### config.mk
export PLATFORM = sky130hd
export DESIGN_NAME = mem_port_arbiter
export DESIGN_NICKNAME = d
export VERILOG_FILES = /design/src/rtl/mem_arb_pkg.sv /design/src/rtl/mem_arb_rr_pick.sv /design/src/rtl/mem_port_arbiter.sv
export SDC_FILE = /design/constraint.sdc
export NUM_CORES = 1
export LEC_CHECK = 0
export CORE_AREA = 2 2 117 119
export CTS_BUF_LIST = sky130_fd_sc_hd__clkbuf_16
export CTS_CLUSTER_DIAMETER = 40
export CTS_CLUSTER_SIZE = 30
export DETAILED_ROUTE_END_ITERATION = 7
export DIE_AREA = 0 0 119 121
export GPL_TIMING_DRIVEN = 0
export HOLD_SLACK_MARGIN = 0.05
export PLACE_DENSITY = 0.6
export REMOVE_ABC_BUFFERS = 1
export SLEW_MARGIN = 25
export SYNTH_ARGS = -nofsm -noshare
export SYNTH_HDL_FRONTEND = slang
export SYNTH_SLANG_ARGS = --single-unit
### constraint.sdc
create_clock -name clk -period 4.3 [get_ports clk]
set_input_delay 0.43 -clock clk [delete_from_list [all_inputs] [get_ports clk]]
set_output_delay 0.43 -clock clk [all_outputs]
set_load 0.1 [all_outputs]
### src/rtl/mem_arb_pkg.sv
// mem_arb_pkg: definitions shared by the memory port arbiter and its picker.
//   - arb_state_e : arbiter FSM states
//   - REQ_CPU / REQ_LDR : requester indices (core = 0, loader/DMA = 1)
//   - RR_LAST_RST : reset value of the round-robin history, so the core
//                   wins the first conflict
package mem_arb_pkg;

  typedef enum logic [2:0] {
    IDLE  = 3'd0,
    GNT0  = 3'd1,
    GNT1  = 3'd2,
    RESP0 = 3'd3,
    RESP1 = 3'd4
  } arb_state_e;

  localparam logic REQ_CPU     = 1'b0;
  localparam logic REQ_LDR     = 1'b1;
  localparam logic RR_LAST_RST = REQ_LDR;

endpackage

### src/rtl/mem_arb_rr_pick.sv
// mem_arb_rr_pick: combinational two-way winner selection.
//   req[1:0]   : pending requests (bit x = requester x)
//   rr_last    : requester served most recently
//   lock_valid : a lock is held
//   lock_owner : requester holding the lock
//   winner     : selected requester; meaningful only when the caller has
//                established that the selection yields a grant
module mem_arb_rr_pick
  import mem_arb_pkg::*;
(
  input  logic [1:0] req,
  input  logic       rr_last,
  input  logic       lock_valid,
  input  logic       lock_owner,
  output logic       winner
);

  // Lock owner first, then the requester not served last on a conflict.
  always_comb begin
    winner = REQ_CPU;
    if (lock_valid) begin
      winner = lock_owner;
    end else if (req == 2'b11) begin
      winner = ~rr_last;
    end else if (req[1]) begin
      winner = REQ_LDR;
    end else begin
      winner = REQ_CPU;
    end
  end

endmodule

### src/rtl/mem_port_arbiter.sv
// mem_port_arbiter: shares one synchronous-read memory port between the
// RV32I core (requester 0) and the loader/DMA engine (requester 1).
//   clk, reset (async, active low)
//   req/we/lock/addr/wdata 0|1 : request payload, held until gnt
//   gnt0|1    : one-cycle grant, the access is on the memory port that cycle
//   rvalid0|1, rdata0|1 : read return, rdata is zero outside rvalid
//   mem_addr/mem_wdata/mem_we -> memory, mem_rdata <- memory (1-cycle read)
//   gnt_cnt0/gnt_cnt1/conflict_cnt : saturating statistics, present only
//   when the macro MEM_ARB_STATS_EN is defined
module mem_port_arbiter
  import mem_arb_pkg::*;
#(
  parameter int ADDR_W = 32,
  parameter int DATA_W = 32,
  parameter int CNT_W  = 16
) (
  input  logic              clk,
  input  logic              reset,
  input  logic              req0,
  input  logic              req1,
  input  logic              we0,
  input  logic              we1,
  input  logic              lock0,
  input  logic              lock1,
  input  logic [ADDR_W-1:0] addr0,
  input  logic [ADDR_W-1:0] addr1,
  input  logic [DATA_W-1:0] wdata0,
  input  logic [DATA_W-1:0] wdata1,
  output logic              gnt0,
  output logic              gnt1,
  output logic              rvalid0,
  output logic              rvalid1,
  output logic [DATA_W-1:0] rdata0,
  output logic [DATA_W-1:0] rdata1,
  output logic [ADDR_W-1:0] mem_addr,
  output logic [DATA_W-1:0] mem_wdata,
  output logic              mem_we,
  input  logic [DATA_W-1:0] mem_rdata
`ifdef MEM_ARB_STATS_EN
  ,
  output logic [CNT_W-1:0]  gnt_cnt0,
  output logic [CNT_W-1:0]  gnt_cnt1,
  output logic [CNT_W-1:0]  conflict_cnt
`endif
);

  arb_state_e state_r, state_nxt_s;
  logic       rr_last_r, rr_last_nxt_s;
  logic       lock_valid_r, lock_valid_nxt_s;
  logic       lock_owner_r, lock_owner_nxt_s;
  logic [1:0] req_s;
  logic       winner_s;
  logic       grant_s;

  assign req_s = {req1, req0};

  mem_arb_rr_pick u_pick (
    .req        (req_s),
    .rr_last    (rr_last_r),
    .lock_valid (lock_valid_r),
    .lock_owner (lock_owner_r),
    .winner     (winner_s)
  );

  // A held lock admits only its owner; otherwise any request is granted.
  always_comb begin
    grant_s = 1'b0;
    if (lock_valid_r) begin
      grant_s = req_s[lock_owner_r];
    end else begin
      grant_s = |req_s;
    end
  end

  // Next state plus round-robin and lock bookkeeping.
  always_comb begin
    state_nxt_s      = state_r;
    rr_last_nxt_s    = rr_last_r;
    lock_valid_nxt_s = lock_valid_r;
    lock_owner_nxt_s = lock_owner_r;
    case (state_r)
      IDLE: begin
        if (grant_s) begin
          state_nxt_s = winner_s ? GNT1 : GNT0;
        end else begin
          state_nxt_s = IDLE;
        end
        // Owner went quiet: drop the lock; arbitration reopens next cycle.
        if (lock_valid_r && !req_s[lock_owner_r]) begin
          lock_valid_nxt_s = 1'b0;
        end else begin
          lock_valid_nxt_s = lock_valid_r;
        end
      end
      GNT0: begin
        rr_last_nxt_s = REQ_CPU;
        if (we0) begin
          state_nxt_s      = IDLE;
          lock_valid_nxt_s = lock0;
          lock_owner_nxt_s = REQ_CPU;
        end else begin
          state_nxt_s = RESP0;
        end
      end
      GNT1: begin
        rr_last_nxt_s = REQ_LDR;
        if (we1) begin
          state_nxt_s      = IDLE;
          lock_valid_nxt_s = lock1;
          lock_owner_nxt_s = REQ_LDR;
        end else begin
          state_nxt_s = RESP1;
        end
      end
      RESP0: begin
        state_nxt_s      = IDLE;
        lock_valid_nxt_s = lock0;
        lock_owner_nxt_s = REQ_CPU;
      end
      RESP1: begin
        state_nxt_s      = IDLE;
        lock_valid_nxt_s = lock1;
        lock_owner_nxt_s = REQ_LDR;
      end
      default: begin
        state_nxt_s      = IDLE;
        lock_valid_nxt_s = 1'b0;
      end
    endcase
  end

  // FSM, round-robin history and lock registers.
  always_ff @(posedge clk or negedge reset) begin
    if (!reset) begin
      state_r      <= IDLE;
      rr_last_r    <= RR_LAST_RST;
      lock_valid_r <= 1'b0;
      lock_owner_r <= REQ_CPU;
    end else begin
      state_r      <= state_nxt_s;
      rr_last_r    <= rr_last_nxt_s;
      lock_valid_r <= lock_valid_nxt_s;
      lock_owner_r <= lock_owner_nxt_s;
    end
  end

  // Port steering: the memory port carries the granted payload in GNTx and is
  // zero otherwise, so a reset drops mem_we in the same cycle.
  always_comb begin
    gnt0      = 1'b0;
    gnt1      = 1'b0;
    rvalid0   = 1'b0;
    rvalid1   = 1'b0;
    rdata0    = {DATA_W{1'b0}};
    rdata1    = {DATA_W{1'b0}};
    mem_addr  = {ADDR_W{1'b0}};
    mem_wdata = {DATA_W{1'b0}};
    mem_we    = 1'b0;
    case (state_r)
      GNT0: begin
        gnt0      = 1'b1;
        mem_addr  = addr0;
        mem_wdata = wdata0;
        mem_we    = we0;
      end
      GNT1: begin
        gnt1      = 1'b1;
        mem_addr  = addr1;
        mem_wdata = wdata1;
        mem_we    = we1;
      end
      RESP0: begin
        rvalid0 = 1'b1;
        rdata0  = mem_rdata;
      end
      RESP1: begin
        rvalid1 = 1'b1;
        rdata1  = mem_rdata;
      end
      default: begin
        gnt0 = 1'b0;
      end
    endcase
  end

`ifdef MEM_ARB_STATS_EN
  localparam logic [CNT_W-1:0] CNT_MAX = {CNT_W{1'b1}};
  localparam logic [CNT_W-1:0] CNT_ONE = {{(CNT_W-1){1'b0}}, 1'b1};

  // Saturating grant and conflict counters.
  always_ff @(posedge clk or negedge reset) begin
    if (!reset) begin
      gnt_cnt0     <= {CNT_W{1'b0}};
      gnt_cnt1     <= {CNT_W{1'b0}};
      conflict_cnt <= {CNT_W{1'b0}};
    end else begin
      if ((state_r == GNT0) && (gnt_cnt0 != CNT_MAX)) begin
        gnt_cnt0 <= gnt_cnt0 + CNT_ONE;
      end
      if ((state_r == GNT1) && (gnt_cnt1 != CNT_MAX)) begin
        gnt_cnt1 <= gnt_cnt1 + CNT_ONE;
      end
      if ((state_r == IDLE) && req0 && req1 && (conflict_cnt != CNT_MAX)) begin
        conflict_cnt <= conflict_cnt + CNT_ONE;
      end
    end
  end
`else
  logic unused_cnt_w_s;
  assign unused_cnt_w_s = ^CNT_W;
`endif

endmodule

==> reports/qor.csv <==
stage,metric,value,unit
run_status,status,"complete, no violations",
placed_design,dp_slack,784,ps
floorplanning,die_w,119,um
route,route.vias.total,2686,
power_and_ir_drop,switching_share,0.714,
layout,final_cell_mix,"clkdlybuf4s50_1 (300), a22o_1 (65), and2_1 (65)",
power_and_ir_drop,seqPwrFrac,0.035,
global_route,track_usage,0.112,
layout,finalInstanceArea,0.00473,mm^2
logic_synthesis,synth_mux_area_frac,0.00665,
clocking,clk_pin_slew,30,ps
placed_design,hpwl,7.47,mm
global_route,grt_max_degree,67,
logic_synthesis,seq_area_frac_synth,0.101,
worst_hold_path,hold_path_class,in -> async,
worst_setup_path,cp_num_cells,7,
logic_synthesis,synth_cell_types,26,
timing,fin_skew,1.74,ps
worst_setup_path,cp_slowest_cell,clkdlybuf4s50_1,
worst_setup_path,path_buf_inv,5,
logic_synthesis,syn_area,0.00151,mm^2
logic_synthesis,synthXorXnorAreaFrac,0,
layout,layout_commonest_cell,clkdlybuf4s50_1,
route,drc,0,
logic_synthesis,ys_ff_latch,6,
floorplanning,ioPinCount,301,
timing,relSlewSlack,0.328,
worst_setup_path,rr_endpoint,lock_valid_r$_DFFE_PN0P_,
timing,setup_violations,0,
timing,timing.final.crit_share,0.868,
clocking,htreeDepth,1,
global_route,antenna_found_initial,0,
logic_synthesis,synth_top_family_by_area,compound AO/OA/AOI/OAI gates,
timing,finalCriticalPeriod,3730,ps
global_route,grt_pass1_vias,2706,
logic_synthesis,synth.largest_area_cell,a22o_1,
worst_setup_path,crit_top_cell,buf_6,
route,drt-vias-per-instance,4.09,
worst_setup_path,crit_path_end_kind,output pin,
route,routedWlPerCell,13.6,um
floorplanning,start_util,0.115,
timing,max_freq,268,MHz
logic_synthesis,yosys.area_share.simple,0.338,
worst_setup_path,crit_arrival,3300,ps
timing,finalHoldViolations,0,
clocking,post_cts_resized,0,
timing,worstMarginPinSlew,1000,ps
layout,area_growth,214,%
logic_synthesis,synth.avg_cell_area,7.76,um^2
power_and_ir_drop,clkPwrFrac,0.040,
global_route,grt_first_pass_wirelength,13.5,mm
clocking,ctsHoldBuffers,0,
logic_synthesis,ys_top_cells_by_area,"a22o_1 (38%), and2_1 (27%), dfrtp_1 (8.3%), buf_8 (5.0%), nor3b_2 (2.5%)",
route,ant_nets,0,
logic_synthesis,synth_top_area_frac,0.378,
power_and_ir_drop,p_leak,1.79,nW
power_and_ir_drop,power.density,816,mW/mm^2
clocking,clock_sinks,6,
worst_setup_path,r2r_cells,4,
run,drv_cap,0,
floorplanning,die_h,121,um
clocking,cts_root_buf,clkbuf_16,
timing,tns,0,ps
worst_setup_path,start_kind,flip-flop,
route,drt_iter0_drc,96,
worst_setup_path,crit_required,3870,ps
logic_synthesis,syn_inst,194,
power_and_ir_drop,irDropWorstVdd,233,uV
floorplanning,die_area,0.0144,mm^2
power_and_ir_drop,power_switching,0.00276,W
route,drt_wl_total,8.97,mm
worst_setup_path,cp_max_fo,20,
clocking,clk-insertion-delay-late,230,ps
worst_setup_path,path_class,reg -> out,
timing,finalMaxSlewViolations,0,
worst_setup_path,r2r_slack,2870,ps
clocking,post-cts-setup-buffers,0,
floorplanning,rows,42,
layout,fin_util,0.362,
placed_design,placed_cell_area,0.00465,mm^2
route,firstDrtPassIters,4,
worst_setup_path,cpPeakStageDelay,1150,ps
layout,fin_nets,650,
worst_setup_path,crit_chain,nor3b_4 > buf_6 > buf_6 > buf_6 > buf_6 > a22o_1 > clkdlybuf4s50_1,
clocking,cts_tree,yes,
placed_design,gp_congestion,0.748,
logic_synthesis,synth_compound_area_frac,0.439,
timing,final.setup.worst_slack,568,ps
power_and_ir_drop,pwr-share-comb,0.926,
layout,antenna_cells,0,
global_route,grt-ovfl-total,0,
worst_setup_path,r2r-start,state_r[2]$_DFF_PN0_,
placed_design,port_buffers,300,
power_and_ir_drop,cellInternalPower,0.00111,W
timing,rsz0062_at_grt,false,
logic_synthesis,synthAdderAreaFrac,0,
logic_synthesis,synth_warnings,0,
clocking,clockBufferDepth,2,
worst_setup_path,crit_start,state_r[1]$_DFF_PN0_,
floorplanning,core,0.0131,mm^2
worst_setup_path,endpoint,mem_wdata[21],
worst_setup_path,path_delay_family,buffers and inverters,
layout,drive_above_1_share,0.0333,
clocking,cts_buffers,3,
## power by group through the flow
stage                     clock (W)  sequential, W  combinational, W
after CTS                  0.000157       0.000135           0.00360
after detailed placement          0       0.000135           0.00359
after global placement            0       0.000126           0.00354
final                      0.000153       0.000134           0.00357
after global routing       0.000162       0.000142           0.00368
after floorplan                   0       0.000116           0.00271
## cell families after synthesis
family / Yosys count
simple gates: 81
compound gates: 80
buf+inv: 26
flops: 6
mux: 1
## per-stage QoR
step / std cells / hold WS (ps) / power (W)
CTS: 657 / 460 / 0.00389
detailed placement: 653 / 518 / 0.00373
finish: 657 / 450 / 0.00386
global placement: 647 / 511 / 0.00367
global route: 657 / 470 / 0.00399
floorplan: 171 / 134 / 0.00283
## worst min path at each step
stage | depth (start not counted) | endpoint | slack (ps)
final | 1 | lock_owner_r$_DFFE_PN0P_ | 450
after global routing | 1 | lock_owner_r$_DFFE_PN0P_ | 470
after CTS | 1 | lock_owner_r$_DFFE_PN0P_ | 460
after detailed placement | 1 | rr_last_r$_DFFE_PN1P_ | 520
after global placement | 1 | rr_last_r$_DFFE_PN1P_ | 510
after floorplan | 0 | lock_owner_r$_DFFE_PN0P_ | 130
## cell usage after synthesis
| master | n |
|---|---|
| inv_2 | 2 |
| nor3_1 | 2 |
| nor2_1 | 4 |
| o31a_1 | 1 |
| nor3b_2 | 3 |
| inv_1 | 1 |
| a22o_1 | 65 |
| buf_8 | 5 |
| buf_4 | 1 |
| nand2_1 | 4 |
| or3_4 | 1 |
| dfrtp_1 | 5 |
| nor4_1 | 1 |
| a31oi_1 | 2 |
| a21o_1 | 2 |
| mux2i_1 | 1 |
| a22oi_1 | 1 |
| o21ai_0 | 4 |
| nor3b_1 | 1 |
| o211ai_1 | 1 |
| dfstp_2 | 1 |
| buf_6 | 1 |
| clkbuf_1 | 9 |
| a21oi_1 | 4 |
| buf_2 | 7 |
| and2_1 | 65 |
## cell type report
type                    count  area (um^2)
flip-flops and latches      6          151
clock buffers               3         75.1
clock inverters             1         3.75
fillers                  1305         8350
well taps                 176          220
inverters                   3         13.8
multi-input cells         162         1200
repair buffers            306         3070
## flip-flops by register name, summed over array words and instances, names as in the netlist
signal	cells
state_r	3
lock_owner_r	1
lock_valid_r	1
rr_last_r	1
## routing by layer
metal,GRT usage,vias to the layer above,share of wire
li1,-,1304,-
met1,0.118,1198,0.36
met2,0.218,176,0.52
met3,0.0338,8,0.11
met4,0.0201,0,0.0099
met5,0,-,0
(Power assumes the default switching activity.)
